### config.mk
export PLATFORM = sky130hd
export DESIGN_NAME = acc_cpu_core
export DESIGN_NICKNAME = d
export VERILOG_FILES = /design/src/rtl/acc_cpu_core.sv
export SDC_FILE = /design/constraint.sdc
export NUM_CORES = 1
export LEC_CHECK = 0
export ABC_AREA = 1
export CAP_MARGIN = 20
export CORE_MARGIN = 8
export CORE_UTILIZATION = 25
export CTS_CLUSTER_SIZE = 12
export DETAILED_ROUTE_END_ITERATION = 10
export HOLD_SLACK_MARGIN = 0.1
export PLACE_DENSITY_LB_ADDON = 0.1
export RECOVER_POWER = 50
export SETUP_SLACK_MARGIN = 0.05
export SYNTH_ARGS = -nofsm -noshare
export SYNTH_HDL_FRONTEND = slang
export SYNTH_SLANG_ARGS = --single-unit
export TNS_END_PERCENT = 100
### constraint.sdc
create_clock -name clk -period 7.5 [get_ports clk]
set_input_delay 1.5 -clock clk [delete_from_list [all_inputs] [get_ports clk]]
set_output_delay 1.5 -clock clk [all_outputs]
set_load 0.05 [all_outputs]
### src/rtl/acc_cpu_core.sv
// Accumulator CPU core: fetch/decode/execute FSM behind a req/ack memory port with wait states.
// Define CPU_CARRY_EN to add the carry/borrow flag and the JC instruction (opcode 7).
module acc_cpu_core #(
  parameter int unsigned    DW       = 16,
  parameter int unsigned    AW       = 8,
  parameter int unsigned    OPW      = 8,
  parameter logic [AW-1:0]  RESET_PC = '0
) (
  input  logic           clk,
  input  logic           rst,
  output logic           mem_req,
  output logic           mem_we,
  output logic [AW-1:0]  mem_addr,
  output logic [DW-1:0]  mem_wdata,
  input  logic           mem_ack,
  input  logic [DW-1:0]  mem_rdata,
  output logic [AW-1:0]  pc,
  output logic [DW-1:0]  acc,
  output logic [OPW-1:0] opcode,
  output logic           zflag,
  output logic           cflag,
  output logic           halted,
  output logic           retire
);

  typedef enum logic [2:0] {
    StFetch,
    StDecode,
    StMemrd,
    StExec,
    StMemwr,
    StHalt
  } state_e;

  localparam logic [OPW-1:0] OpLda = OPW'(1);
  localparam logic [OPW-1:0] OpSta = OPW'(2);
  localparam logic [OPW-1:0] OpAdd = OPW'(3);
  localparam logic [OPW-1:0] OpSub = OPW'(4);
  localparam logic [OPW-1:0] OpJmp = OPW'(5);
  localparam logic [OPW-1:0] OpJz  = OPW'(6);
`ifdef CPU_CARRY_EN
  localparam logic [OPW-1:0] OpJc  = OPW'(7);
`endif
  localparam logic [OPW-1:0] OpHlt = {OPW{1'b1}};

  state_e          state_q, state_d;
  logic [AW-1:0]   pc_q, pc_d;
  logic [AW-1:0]   mar_q, mar_d;
  logic [DW-1:0]   ir_q, ir_d;
  logic [DW-1:0]   acc_q, acc_d;
  logic [DW-1:0]   mdr_q, mdr_d;
  logic [OPW-1:0]  op;
  logic [AW-1:0]   addr;
  logic [DW:0]     add_res;
  logic [DW:0]     sub_res;

  assign op      = ir_q[OPW-1:0];
  assign addr    = ir_q[AW+OPW-1:OPW];
  // One extra bit on each side: top bit is the carry-out or the unsigned borrow.
  assign add_res = {1'b0, acc_q} + {1'b0, mdr_q};
  assign sub_res = {1'b0, acc_q} - {1'b0, mdr_q};

`ifdef CPU_CARRY_EN
  logic c_q, c_d;
`else
  logic unused_carry;
  assign unused_carry = add_res[DW] ^ sub_res[DW];
`endif

  always_comb begin
    state_d = state_q;
    pc_d    = pc_q;
    mar_d   = mar_q;
    ir_d    = ir_q;
    acc_d   = acc_q;
    mdr_d   = mdr_q;
    retire  = 1'b0;
`ifdef CPU_CARRY_EN
    c_d     = c_q;
`endif
    case (state_q)
      StFetch: begin
        if (mem_ack) begin
          ir_d    = mem_rdata;
          pc_d    = pc_q + AW'(1);
          state_d = StDecode;
        end
      end
      StDecode: begin
        if (op == OpHlt) begin
          retire  = 1'b1;
          state_d = StHalt;
        end else begin
          retire  = 1'b1;
          state_d = StFetch;
          case (op)
            OpLda, OpAdd, OpSub: begin
              retire  = 1'b0;
              state_d = StMemrd;
            end
            OpSta: begin
              retire  = 1'b0;
              state_d = StMemwr;
            end
            OpJmp: pc_d = addr;
            OpJz:  if (zflag) pc_d = addr;
`ifdef CPU_CARRY_EN
            OpJc:  if (c_q) pc_d = addr;
`endif
            default: ;
          endcase
        end
      end
      StMemrd: begin
        if (mem_ack) begin
          mdr_d   = mem_rdata;
          state_d = StExec;
        end
      end
      StExec: begin
        case (op)
          OpLda: acc_d = mdr_q;
          OpAdd: begin
            acc_d = add_res[DW-1:0];
`ifdef CPU_CARRY_EN
            c_d   = add_res[DW];
`endif
          end
          OpSub: begin
            acc_d = sub_res[DW-1:0];
`ifdef CPU_CARRY_EN
            c_d   = sub_res[DW];
`endif
          end
          default: ;
        endcase
        retire  = 1'b1;
        state_d = StFetch;
      end
      StMemwr: begin
        if (mem_ack) begin
          retire  = 1'b1;
          state_d = StFetch;
        end
      end
      StHalt:  ;
      default: state_d = StFetch;
    endcase

    // MAR is loaded on entry to a memory state so it stays stable across wait cycles.
    if (state_d == StFetch) begin
      mar_d = pc_d;
    end else if (state_d == StMemrd || state_d == StMemwr) begin
      mar_d = addr;
    end
  end

  always_ff @(posedge clk or negedge rst) begin
    if (!rst) begin
      state_q <= StFetch;
      pc_q    <= RESET_PC;
      mar_q   <= RESET_PC;
      ir_q    <= '0;
      acc_q   <= '0;
      mdr_q   <= '0;
    end else begin
      state_q <= state_d;
      pc_q    <= pc_d;
      mar_q   <= mar_d;
      ir_q    <= ir_d;
      acc_q   <= acc_d;
      mdr_q   <= mdr_d;
    end
  end

`ifdef CPU_CARRY_EN
  always_ff @(posedge clk or negedge rst) begin
    if (!rst) begin
      c_q <= 1'b0;
    end else begin
      c_q <= c_d;
    end
  end
  assign cflag = c_q;
`else
  assign cflag = 1'b0;
`endif

  // Gated by rst so a pending request is withdrawn as soon as reset asserts.
  assign mem_req   = rst && (state_q == StFetch || state_q == StMemrd || state_q == StMemwr);
  assign mem_we    = rst && (state_q == StMemwr);
  assign mem_addr  = mar_q;
  assign mem_wdata = acc_q;
  assign pc        = pc_q;
  assign acc       = acc_q;
  assign opcode    = op;
  assign zflag     = (acc_q == '0);
  assign halted    = (state_q == StHalt);

endmodule

# After elaboration in Yosys (flattened, before gate mapping)
# Cells that the tools add are included.
[totals] regBits=67 in_bits=19 elab_cells=56
[classes] addsub=3 n_eq_ne=14 n_mux=18 n_reduce_logical=15
[ops] operator="16-bit one-hot mux with 3 select lines" n=1
[ops] operator="8-bit 2-to-1 mux" n=5
[ops] operator="8-bit one-hot mux with 2 select lines" n=2
[ops] operator="8-bit by 3-bit equality test with 1-bit output, second input constant" n=3
[ops] operator="16-bit adder" n=1
[ops] operator="8-bit by 2-bit equality test with 1-bit output, second input constant" n=2
[ops] operator="16-bit zero test" n=1
[ops] operator="16-bit subtractor" n=1
[ops] operator="3-bit one-hot mux with 5 select lines" n=1
[ops] operator="3-bit 2-to-1 mux" n=4
[ops] operator="3-bit by 2-bit equality test with 1-bit output, second input constant" n=3
[ops] operator="3-bit equality test, second input constant" n=3
[ops] operator="8-bit by 1-bit adder with 8-bit output, second input constant" n=1
[ops] operator="8-bit by 1-bit equality test with 1-bit output, second input constant" n=1
[ops] operator="8-bit equality test, second input constant" n=1
[ops] operator="3-bit zero test" n=2
[ops] operator="3-bit one-hot mux with 2 select lines" n=1
[ops] operator="2-bit AND reduction" n=3
[ops] operator="4-bit OR reduction" n=1
[ops] operator="3-bit by 1-bit equality test with 1-bit output, second input constant" n=1
[ops] operator="1-bit logical OR" n=3
[ops] operator="1-bit 2-to-1 mux" n=3
[ops] operator="1-bit one-hot mux with 3 select lines" n=1
[ops] operator="3-bit nonzero test" n=1
[ops] operator="other kinds (3)" n=4

# Longest topological paths before layout
# Gate-level depths: netlist of run 1.
[logic_depth] word_depth=9 mapped_depth=21 ltp_nobuf=21

# Least setup slack after synthesis of run 1
# No wires, ideal clock.
[synth_timing] path_type="input -> output" start="input port rst" end="output port mem_req" arrival_ns=2.690 t_required_ns=6.000 setup_slack_ns=3.310 path_stages=2 cell_sequence="inv_1 a211oi_1"
[synth_via] elab_chain_cells=1
[synth_lines] item="start: declaration" line="10" rtl="input logic rst,"
[synth_lines] item="1-bit logical AND" line="190" rtl="assign mem_req = rst && (state_q == StFetch || state_q == StMemrd || state_q == StMemwr);"
[synth_lines] item="end: declaration" line="11" rtl="output logic mem_req,"
# Every way passes these cells.

# Worst setup path in the final report of run 1
# Ends and elaborated chain as after synthesis.

==> qor.yml, run 1 <==
status: "finished with violations"
violations: "capacitance limit, slew limit"
syn_area_um2: 4669
cts_setup_buffers: 0
portBuffers: 79
fin_nets: 774
cts_resized: 0
drive_gt1_share_pct: 4.447
cts_root_buffer: "clkbuf_16"
fmax_ghz: 0.1917
finalCritPeriodShare_pct: 69.57
multi_input_area_um2: 2394
tightestPinTransition_ns: 2.708
crit_arrival_ns: 3.72
antenna_found_initial: 0
drc: 0
dp_hpwl_um: 10650
grtUsageTotal_pct: 12.60
grt_pass1_vias: 4564
drt_wl_total_um: 13960
hold_viol: 0
tns_ns: 0
vias: 4311
cp.depth: 4
synth_nets: 721
drt-pass1-iter-count: 4
cts_buffer_depth: 2
cts_hold_buf: 0
synthCells: 684
crit_path_cell_trace: "clkbuf_1, inv_1, a211oi_1, clkdlybuf4s50_1"
power.density_nw_per_um2: 153.0
avgSynthCellArea_um2: 6.827
path_clk_slew_ns: 0.06
cts_tree: "done"
critPathTopFamily: "buffers and inverters"
gp_congestion: 0.7884
rows: 50
ys_types: 40
area_delta_synth_final_pct: 24.01
crit_buf_inv: 3
grt_max_degree: 49
globalRouteOverflowTotal: 0
cts.sink_count: 67
hold_class: "register to register"
die_h_um: 152.7
max_cap_viol_count: 1
layout.area.seq_um2: 1677
skew_ns: 0.006598
worst_ep_required_time_ns: 6.00
ys_seq_elements: 67
start_kind: "input port"
regToRegSetupSlack_ns: 4.05
start_util_pct: 25.22
hold_path_depth: 2
num_antenna_cells: 0
drt_iter0_drc: 317
r2r_cells: 7
relSlewSlack_pct: -80.53
end_kind: "output pin"
io_pins: 81
insertion_delay_ns: 0.34
yosysWarnings: 0
dp_slack_ns: 2.738
cts_buffers: 9
setup_viol: 0
htreeDepth: 3
wl_per_cell_um: 14.31
slew_viol_final: 49
cpMaxStageDelayCell: "clkbuf_1"
ir_worst_vdd_uv: 115.3
total_leakage_power_nw: 2.973
grt_pass1_wl_um: 23720
criticalPathCategory: "input port to output pin"
die_area_um2: 23310
rsz0062_at_grt: "no"
cpPeakStageDelay_ns: 0.93
core_um2: 18520
layout_setup_ws_ns: 2.283
period_needed_ns: 5.217
dieWidth_um: 152.7
cp_max_fo: 21
ant_nets: 0
vias_per_cell: 4.417
yosysSeqAreaShare_pct: 35.91
nFillCells: 2045
-- worst paths after layout --
| kind | startpoint | endpoint |
|---|---|---|
| worst max-delay path | rst | mem_req |
| worst min-delay path | mdr_q[10] | mdr_q[10] |
| worst max register to register | ir_q[3] | acc[3] |
| worst min register to register | mdr_q[10] | mdr_q[10] |
| max in group asynchronous | rst | ir_q[5] |
| min in group asynchronous | rst | acc[2] |
-- cell usage in the layout (no fill, tap or decap), types with 2 or more instances in the layout --
cell,n
nand2_1,226
clkbuf_1,2
nor2_1,60
a21o_1,2
clkbuf_8,2
xnor2_1,2
clkdlybuf4s50_1,77
clkinv_2,2
ha_1,17
nand3_1,58
nand4_1,5
clkbuf_16,9
a31oi_1,2
inv_2,3
inv_1,81
o21ai_0,46
nand2_2,3
nor3_1,3
o21ai_1,2
nand2_4,2
nor2_2,4
xor2_1,17
o211ai_1,2
dfrtp_1,67
a21oi_1,29
-- synthesized netlist by cell type --
cell,count,area share [%]
xnor2_1,2,0.38
o21bai_1,1,0.16
buf_4,26,4.2
and3_1,1,0.13
nor2_1,59,4.7
o31ai_1,1,0.16
nand4_2,1,0.27
buf_2,7,0.75
o211ai_1,2,0.32
conb_1,1,0.080
nor2_2,4,0.54
a22o_1,1,0.19
a211oi_1,1,0.16
nand2_2,3,0.40
inv_1,80,6.4
nand4_1,4,0.54
o21a_1,1,0.16
inv_4,1,0.13
nor3_1,3,0.32
clkinv_2,1,0.11
a21oi_1,29,3.1
dfrtp_1,67,36
o21ai_0,45,4.8
a21o_1,2,0.32
o221ai_1,1,0.19
inv_2,4,0.32
a31oi_1,2,0.27
nand2_1,226,18
nand3_1,56,6.0
xor2_1,17,3.2
or2_2,1,0.13
fa_1,1,0.43
clkbuf_1,5,0.40
o21ai_1,3,0.32
nor2_4,2,0.48
and2_1,1,0.13
ha_1,17,4.6
o21ai_2,1,0.19
nand2_4,2,0.48
nand3_2,2,0.43
-- per-layer routing --
metal	wire length (um)	global-route usage, %	vias to the layer above
met5	0	0	-
met4	235	4.477	0
met3	729	3.233	18
met2	6405	20.62	100
met1	6592	15.74	1945
li1	-	-	2248
-- worst reg2reg max path, delay by kind of cell, from the launching register on --
kind	cells	cell delay, ns
AOI/OAI and AO/OA	2	0.35
buffers and inverters	1	0.65
DFF	1	0.42
and+or+nand+nor	4	1.93
-- cell families (layout without fill, tap and decap cells) --
| group | count (synthesis) | after routing | synth area share [%] |
|---|---|---|---|
| AO/OA/AOI/OAI | 90 | 90 | 10.37 |
| XOR/XNOR | 19 | 19 | 3.564 |
| adder cells (fa/ha/maj) | 18 | 18 | 4.984 |
| buffers and inverters | 124 | 182 | 12.33 |
| flip-flops | 67 | 67 | 35.91 |
| other | 1 | 1 | 0.08031 |
| AND/OR/NAND/NOR | 365 | 365 | 32.77 |
-- state kept, by name, indices dropped and copies added, names as in the netlist --
signal,cells
ir_q,16
acc,16
state_q,3
mdr_q,16
pc,8
mem_addr,8
-- layout make-up --
type	instances	share of cell area [%]
clock buffers	11	4.365
inverters	86	5.640
clock inverters	5	1.037
flip-flops and latches	67	28.95
repair buffers	80	13.61
well taps	234	5.056
multi-input cells	493	41.34
-- stage by stage --
step | hold WS [ns] | power [mW] | util [%] | instances | area (um2)
detailed placement | 0.5063 | 0.4450 | 29.74 | 960 | 5507
floorplan | 0.4746 | 0.4153 | - | 684 | 4669
global placement | 0.5006 | 0.4445 | 29.74 | 960 | 5507
CTS | 0.5233 | 0.9032 | 31.43 | 976 | 5819
finish | 0.5165 | 0.8861 | 31.27 | 976 | 5791
global route | 0.5570 | 0.9267 | 31.27 | 976 | 5791
-- report_power, final --
part	total, mW	switching, mW	internal [mW]
Clock	0.450	0.174	0.277
Sequential	0.371	0.00530	0.366
Combinational	0.0643	0.0426	0.0216
Note: power is estimated with default switching activity, not from simulation.
==> run 2: changes to the inputs <==
==> constraint.sdc (replaced) <==
create_clock -name clk -period 5.2 [get_ports clk]
set_input_delay 1.04 -clock clk [delete_from_list [all_inputs] [get_ports clk]]
set_output_delay 1.04 -clock clk [all_outputs]
set_load 0.05 [all_outputs]
==> run 2 against run 1 <==
Against the previous run: the run now ends clean; die area unchanged; wire length decreased by 0.32%; sequential power increased by 44%; final cell count unchanged; non-clock buffer count unchanged; setup slack got worse by 1.3 ns; power increased by 42%; via count increased by 0.12%; flip-flop and latch count unchanged; critical path type unchanged; highest routed layer unchanged.
==> qor.yml, run 2 (synthesis results as in run 1) <==
die_area_um2: 23310  # unchanged
fin_area_um2: 5779  # -0.19%
wl_per_cell_um: 14.26  # -0.32%
rows: 50  # unchanged
instances_no_fill: 976  # unchanged
drive_gt1_share_pct: 4.717  # +0.27 points
final_common_cell: "nand2_1"
cp_max_fo: 18  # -14%
antenna_found_initial: 0  # unchanged
globalRouteOverflowTotal: 0  # unchanged
ant_nets: 0  # unchanged
htreeDepth: 3  # unchanged
criticalPathCategory: "input port to output pin"
relSlewSlack_pct: 10.47  # +91 points
hold_viol: 0  # unchanged
ir_worst_vdd_uv: 143.2  # +24%
tightestPinTransition_ns: 1.343  # -1.365 ns
status: "finished clean"
hold_class: "register to register"
dp_hpwl_um: 10650  # about the same
final_cell_mix: "nand2_1 (226), inv_1 (80), clkdlybuf4s50_1 (74)"
cts_hold_buf: 0  # unchanged
fmax_ghz: 0.2354
cpMaxStageDelayCell: "clkbuf_1"
reg2reg_from: "ir_q[3]"
cts_resized: 0  # unchanged
grt_pass1_wl_um: 23280  # -1.8%
hold_start: "mdr_q[10]"
end_kind: "output pin"
dieWidth_um: 152.7  # unchanged
num_antenna_cells: 0  # unchanged
rsz0062_at_grt: "no"
vias: 4316  # +0.12%
cts.sink_count: 67  # unchanged
power.density_nw_per_um2: 217.7  # +42%
drc: 0  # unchanged
cpPeakStageDelay_ns: 0.90  # -0.03 ns
cts_buffer_depth: 2  # unchanged
grtUsageTotal_pct: 12.40  # -0.20 points
start_util_pct: 25.22  # unchanged
drt_iter0_drc: 231  # -27%
total_leakage_power_nw: 2.979  # +0.20%
crit_arrival_ns: 3.21  # -0.51 ns
die_h_um: 152.7  # unchanged
dp_cells: 960  # unchanged
cts_tree: "done"
drt_wl_total_um: 13920  # -0.32%
hold_ws_ns: 0.5129  # -0.003606 ns
hold_path_depth: 2  # unchanged
nFillCells: 2050  # +0.24%
cts_root_buffer: "clkbuf_16"
vias_per_cell: 4.422  # +0.12%
portBuffers: 79  # unchanged
finalCritPeriodShare_pct: 81.71
path_clk_slew_ns: 0.06  # about the same
cts_buffers: 9  # unchanged
start_kind: "input port"
fin_nets: 774  # unchanged
max_cap_viol_count: 0  # -1
period_needed_ns: 4.249
drt-pass1-iter-count: 4  # unchanged
area_delta_synth_final_pct: 23.77
placed_area_um2: 5507  # unchanged
insertion_delay_ns: 0.34  # about the same
regToRegSetupSlack_ns: 1.79  # -2.26 ns
crit_path_cell_trace: "clkbuf_1, inv_1, a211oi_1, clkdlybuf4s50_1"
skew_ns: 0.005272  # -0.001326 ns
gp_congestion: 0.7971  # +1.1%
core_um2: 18520  # unchanged
worst_ep_required_time_ns: 4.16  # -1.84 ns
slew_viol_final: 0  # -100%
io_pins: 81  # unchanged
grt_max_degree: 52  # +6.1%
worst_r2r_endpoint: "acc[14]"
grt_pass1_vias: 4468  # -2.1%
tns_ns: 0  # unchanged
setup_viol: 0  # unchanged
min_to: "mdr_q[10]"
r2r_cells: 15  # +8
cts_setup_buffers: 0  # unchanged
run 2: cell types whose count changed in the layout (fill, tap and decap cells not counted), sizes merged:
cell,change
dlygate4sd3,+3
clkinv,+3
inv,-1
clkinvlp,-1
clkbuf,-1
clkdlybuf4s50,-3
run 2: per-stage QoR:
| step | power, mW | utilization (%) | setup slack [ns] |
|---|---|---|---|
| 3_3_place_gp | 0.6413 | 29.74 | 1.368 |
| 6_report | 1.258 | 31.21 | 0.9511 |
| 3_5_place_dp | 0.6418 | 29.74 | 1.346 |
| 2_1_floorplan | 0.5991 | - | 1.930 |
| 5_1_grt | 1.317 | 31.21 | 0.6962 |
| 4_1_cts | 1.284 | 31.33 | 1.338 |
run 2: worst max-delay path by stage:
| stage | from | endpoint | slack [ns] | cells past startpoint |
|---|---|---|---|---|
| after CTS | mem_ack | retire | 1.34 | 4 |
| after global routing | rst | mem_req | 0.70 | 4 |
| after global placement | mem_ack | retire | 1.37 | 4 |
| after detailed placement | mem_ack | retire | 1.35 | 4 |
| final | rst | mem_req | 0.95 | 4 |
| after floorplan | rst | mem_req | 1.93 | 2 |
run 2: where the power goes:
| group | internal (mW) | switching, mW | leakage, nW |
|---|---|---|---|
| clock network | 0.372 | 0.257 | 0.146 |
| logic | 0.0312 | 0.0621 | 1.99 |
| registers | 0.528 | 0.00767 | 0.847 |
| total | 0.932 | 0.327 | 2.98 |
run 2: layout make-up:
class	count	area (um2)	area share, %
inverter	86	326.6	5.651
timing repair buffer	80	789.5	13.66
clock inverter	6	66.31	1.147
clock buffer	10	229.0	3.962
sequential	67	1677	29.01
multi-input combinational	493	2399	41.50
tap	234	292.8	5.066
run 2: routing by layer:
layer	part of all wire, %	global-route usage, %	vias to the layer above
li1	-	-	2248
met1	49	15.36	1997
met2	46	20.45	62
met3	4.2	3.602	9
met4	1.1	3.770	0
met5	0	0	-
run 2: worst max-delay path: cells and delay by family:
family | cells | cell delay, ns
buffers and inverters | 3 | 1.92
AO/OA/AOI/OAI | 1 | 0.24
==> run 3: changes to the inputs <==
==> constraint.sdc (replaced) <==
create_clock -name clk -period 3.6 [get_ports clk]
set_input_delay 0.72 -clock clk [delete_from_list [all_inputs] [get_ports clk]]
set_output_delay 0.72 -clock clk [all_outputs]
set_load 0.05 [all_outputs]
==> run 3 against run 2 <==
Against the previous run: the flow now finishes with violations (capacitance limit, slew limit); clock power is 44% higher; clock-buffer cell count is 2 higher; via count is 0.53% higher; setup slack worse by 0.51 ns; wire length is 2.2% higher; power is 44% higher; combinational power is 47% higher; register-to-register slack worse by 1.3 ns; largest cell class unchanged; largest power group unchanged.
==> qor.yml, run 3 (synthesis results as in run 1) <==
die_h_um: 152.7  # unchanged
area_delta_synth_final_pct: 23.77  # unchanged
setup_viol: 0  # unchanged
criticalPathCategory: "register to register"
path_clk_slew_ns: 0.06  # about the same
grt_max_degree: 44  # -15%
dieWidth_um: 152.7  # unchanged
vias_per_cell: 4.432  # +0.22%
multi_input_area_um2: 2397  # about the same
hold_class: "register to register"
hold_viol: 0  # unchanged
fmax_ghz: 0.3168
worst_ep_required_time_ns: 3.83  # -0.33 ns
r2r_cells: 16  # +1
end_kind: "register"
crit_buf_inv: 3  # unchanged
power.density_nw_per_um2: 314.2  # +44%
skew_ns: 0.008219  # +0.002948 ns
cpPeakStageDelay_ns: 0.40  # -0.50 ns
start_util_pct: 25.22  # unchanged
die_area_um2: 23310  # unchanged
finalCritPeriodShare_pct: 87.68
cts.sink_count: 67  # unchanged
violations: "capacitance limit, slew limit"
gp_congestion: 0.8787  # +10%
cts_buffer_depth: 2  # unchanged
critPathTopFamily: "simple AND/OR/NAND/NOR gates"
cts_setup_buffers: 0  # unchanged
rsz0062_at_grt: "no"
grt_pass1_vias: 4488  # +0.45%
crit_arrival_ns: 3.38  # +0.17 ns
antenna_found_initial: 0  # unchanged
drt_iter0_drc: 231  # unchanged
io_pins: 81  # unchanged
num_antenna_cells: 0  # unchanged
insertion_delay_ns: 0.34  # about the same
cpMaxStageDelayCell: "dfrtp_1"
cts_hold_buf: 0  # unchanged
total_leakage_power_nw: 2.976  # -0.11%
globalRouteOverflowTotal: 0  # unchanged
final_cell_mix: "nand2_1 (226), inv_1 (80), clkdlybuf4s50_1 (73)"
cts_buffers: 9  # unchanged
ant_nets: 0  # unchanged
drive_gt1_share_pct: 4.832  # +0.12 points
grt_pass1_wl_um: 23550  # +1.2%
vias: 4339  # +0.53%
max_cap_viol_count: 1  # +1
slew_viol_final: 26  # +26
layout.area.seq_um2: 1677  # unchanged
tightestPinTransition_ns: 1.568  # +0.2251 ns
tns_ns: 0  # unchanged
portBuffers: 79  # unchanged
dp_hpwl_um: 10930  # +2.6%
drc: 0  # unchanged
htreeDepth: 3  # unchanged
drt_wl_total_um: 14230  # +2.2%
grtUsageTotal_pct: 12.43  # +0.029 points
final_common_cell: "nand2_1"
finalPower_mw: 1.816  # +44%
start_kind: "register"
ir_worst_vdd_uv: 201.2  # +40%
nFillCells: 2078  # +1.4%
rows: 50  # unchanged
drt-pass1-iter-count: 5  # +1
relSlewSlack_pct: -4.535  # -15 points
crit_path_cell_trace: "inv_1, nor2_1, nand4_2, inv_1, a21oi_1, xor2_1, inv_1, ha_1, a21oi_1, o21ai_0, a21oi_1, nand2_1, nand2_1, nand3_1, nand2_1, nand2_1"
core_um2: 18520  # unchanged
fin_nets: 777  # +0.39%
cp_common_cell: "nand2_1"
cp_max_fo: 13  # -5
hold_path_depth: 2  # unchanged
period_needed_ns: 3.156
cts_resized: 0  # unchanged
cp.depth: 16  # +12
status: "finished with violations"
wl_per_cell_um: 14.53  # +1.9%
cts_root_buffer: "clkbuf_16"
cts_tree: "done"
-- run 3: path summary, 6_finish.rpt --
check                           startpoint        end  slack [ns]
worst max register to register     ir_q[2]    acc[14]        0.44
max in group asynchronous              rst     acc[3]        0.63
worst min-delay path             mdr_q[11]  mdr_q[11]        0.51
worst max-delay path               ir_q[2]    acc[14]        0.44
min in group asynchronous              rst     acc[5]        1.09
worst min register to register   mdr_q[11]  mdr_q[11]        0.51
-- run 3: per-layer routing --
| metal | vias to the layer above | GRT usage, % | wire, um |
|---|---|---|---|
| li1 | 2253 | - | - |
| met1 | 1973 | 15.89 | 6886 |
| met2 | 96 | 20.11 | 6434 |
| met3 | 17 | 2.893 | 690 |
| met4 | 0 | 4.477 | 214 |
| met5 | - | 0 | 0 |
-- run 3: area by class of cell --
cell class              instances  area share, %
multi-input cells             493          41.48
repair buffers                 83          13.66
well taps                     234          5.066
inverters                      86          5.651
clock buffers                  12          4.265
clock inverters                 4         0.8660
flip-flops and latches         67          29.01
-- run 3: stage by stage --
stage	cells	setup slack (ns)	util (%)	hold WS [ns]	instance area, um2
finish	979	0.4436	31.21	0.5128	5779
global route	979	0.09792	31.21	0.5396	5779
detailed placement	963	0.4616	29.82	0.5057	5522
CTS	979	0.4303	31.42	0.5099	5818
floorplan	684	0.9703	-	0.4244	4669
global placement	963	0.4987	29.82	0.5026	5522
-- run 3: tightest hold or removal path: stages, from the launching register on --
cell	delay [ns]
dfrtp_1	0.36
nand2_1	0.05
o21ai_0	0.06
-- run 3: power breakdown --
group | total (mW) | internal (mW) | leakage [nW] | switching [mW]
combinational | 0.137 | 0.0460 | 1.99 | 0.0914
sequential | 0.774 | 0.763 | 0.847 | 0.0111
clock | 0.905 | 0.555 | 0.139 | 0.350
total | 1.82 | 1.36 | 2.98 | 0.452
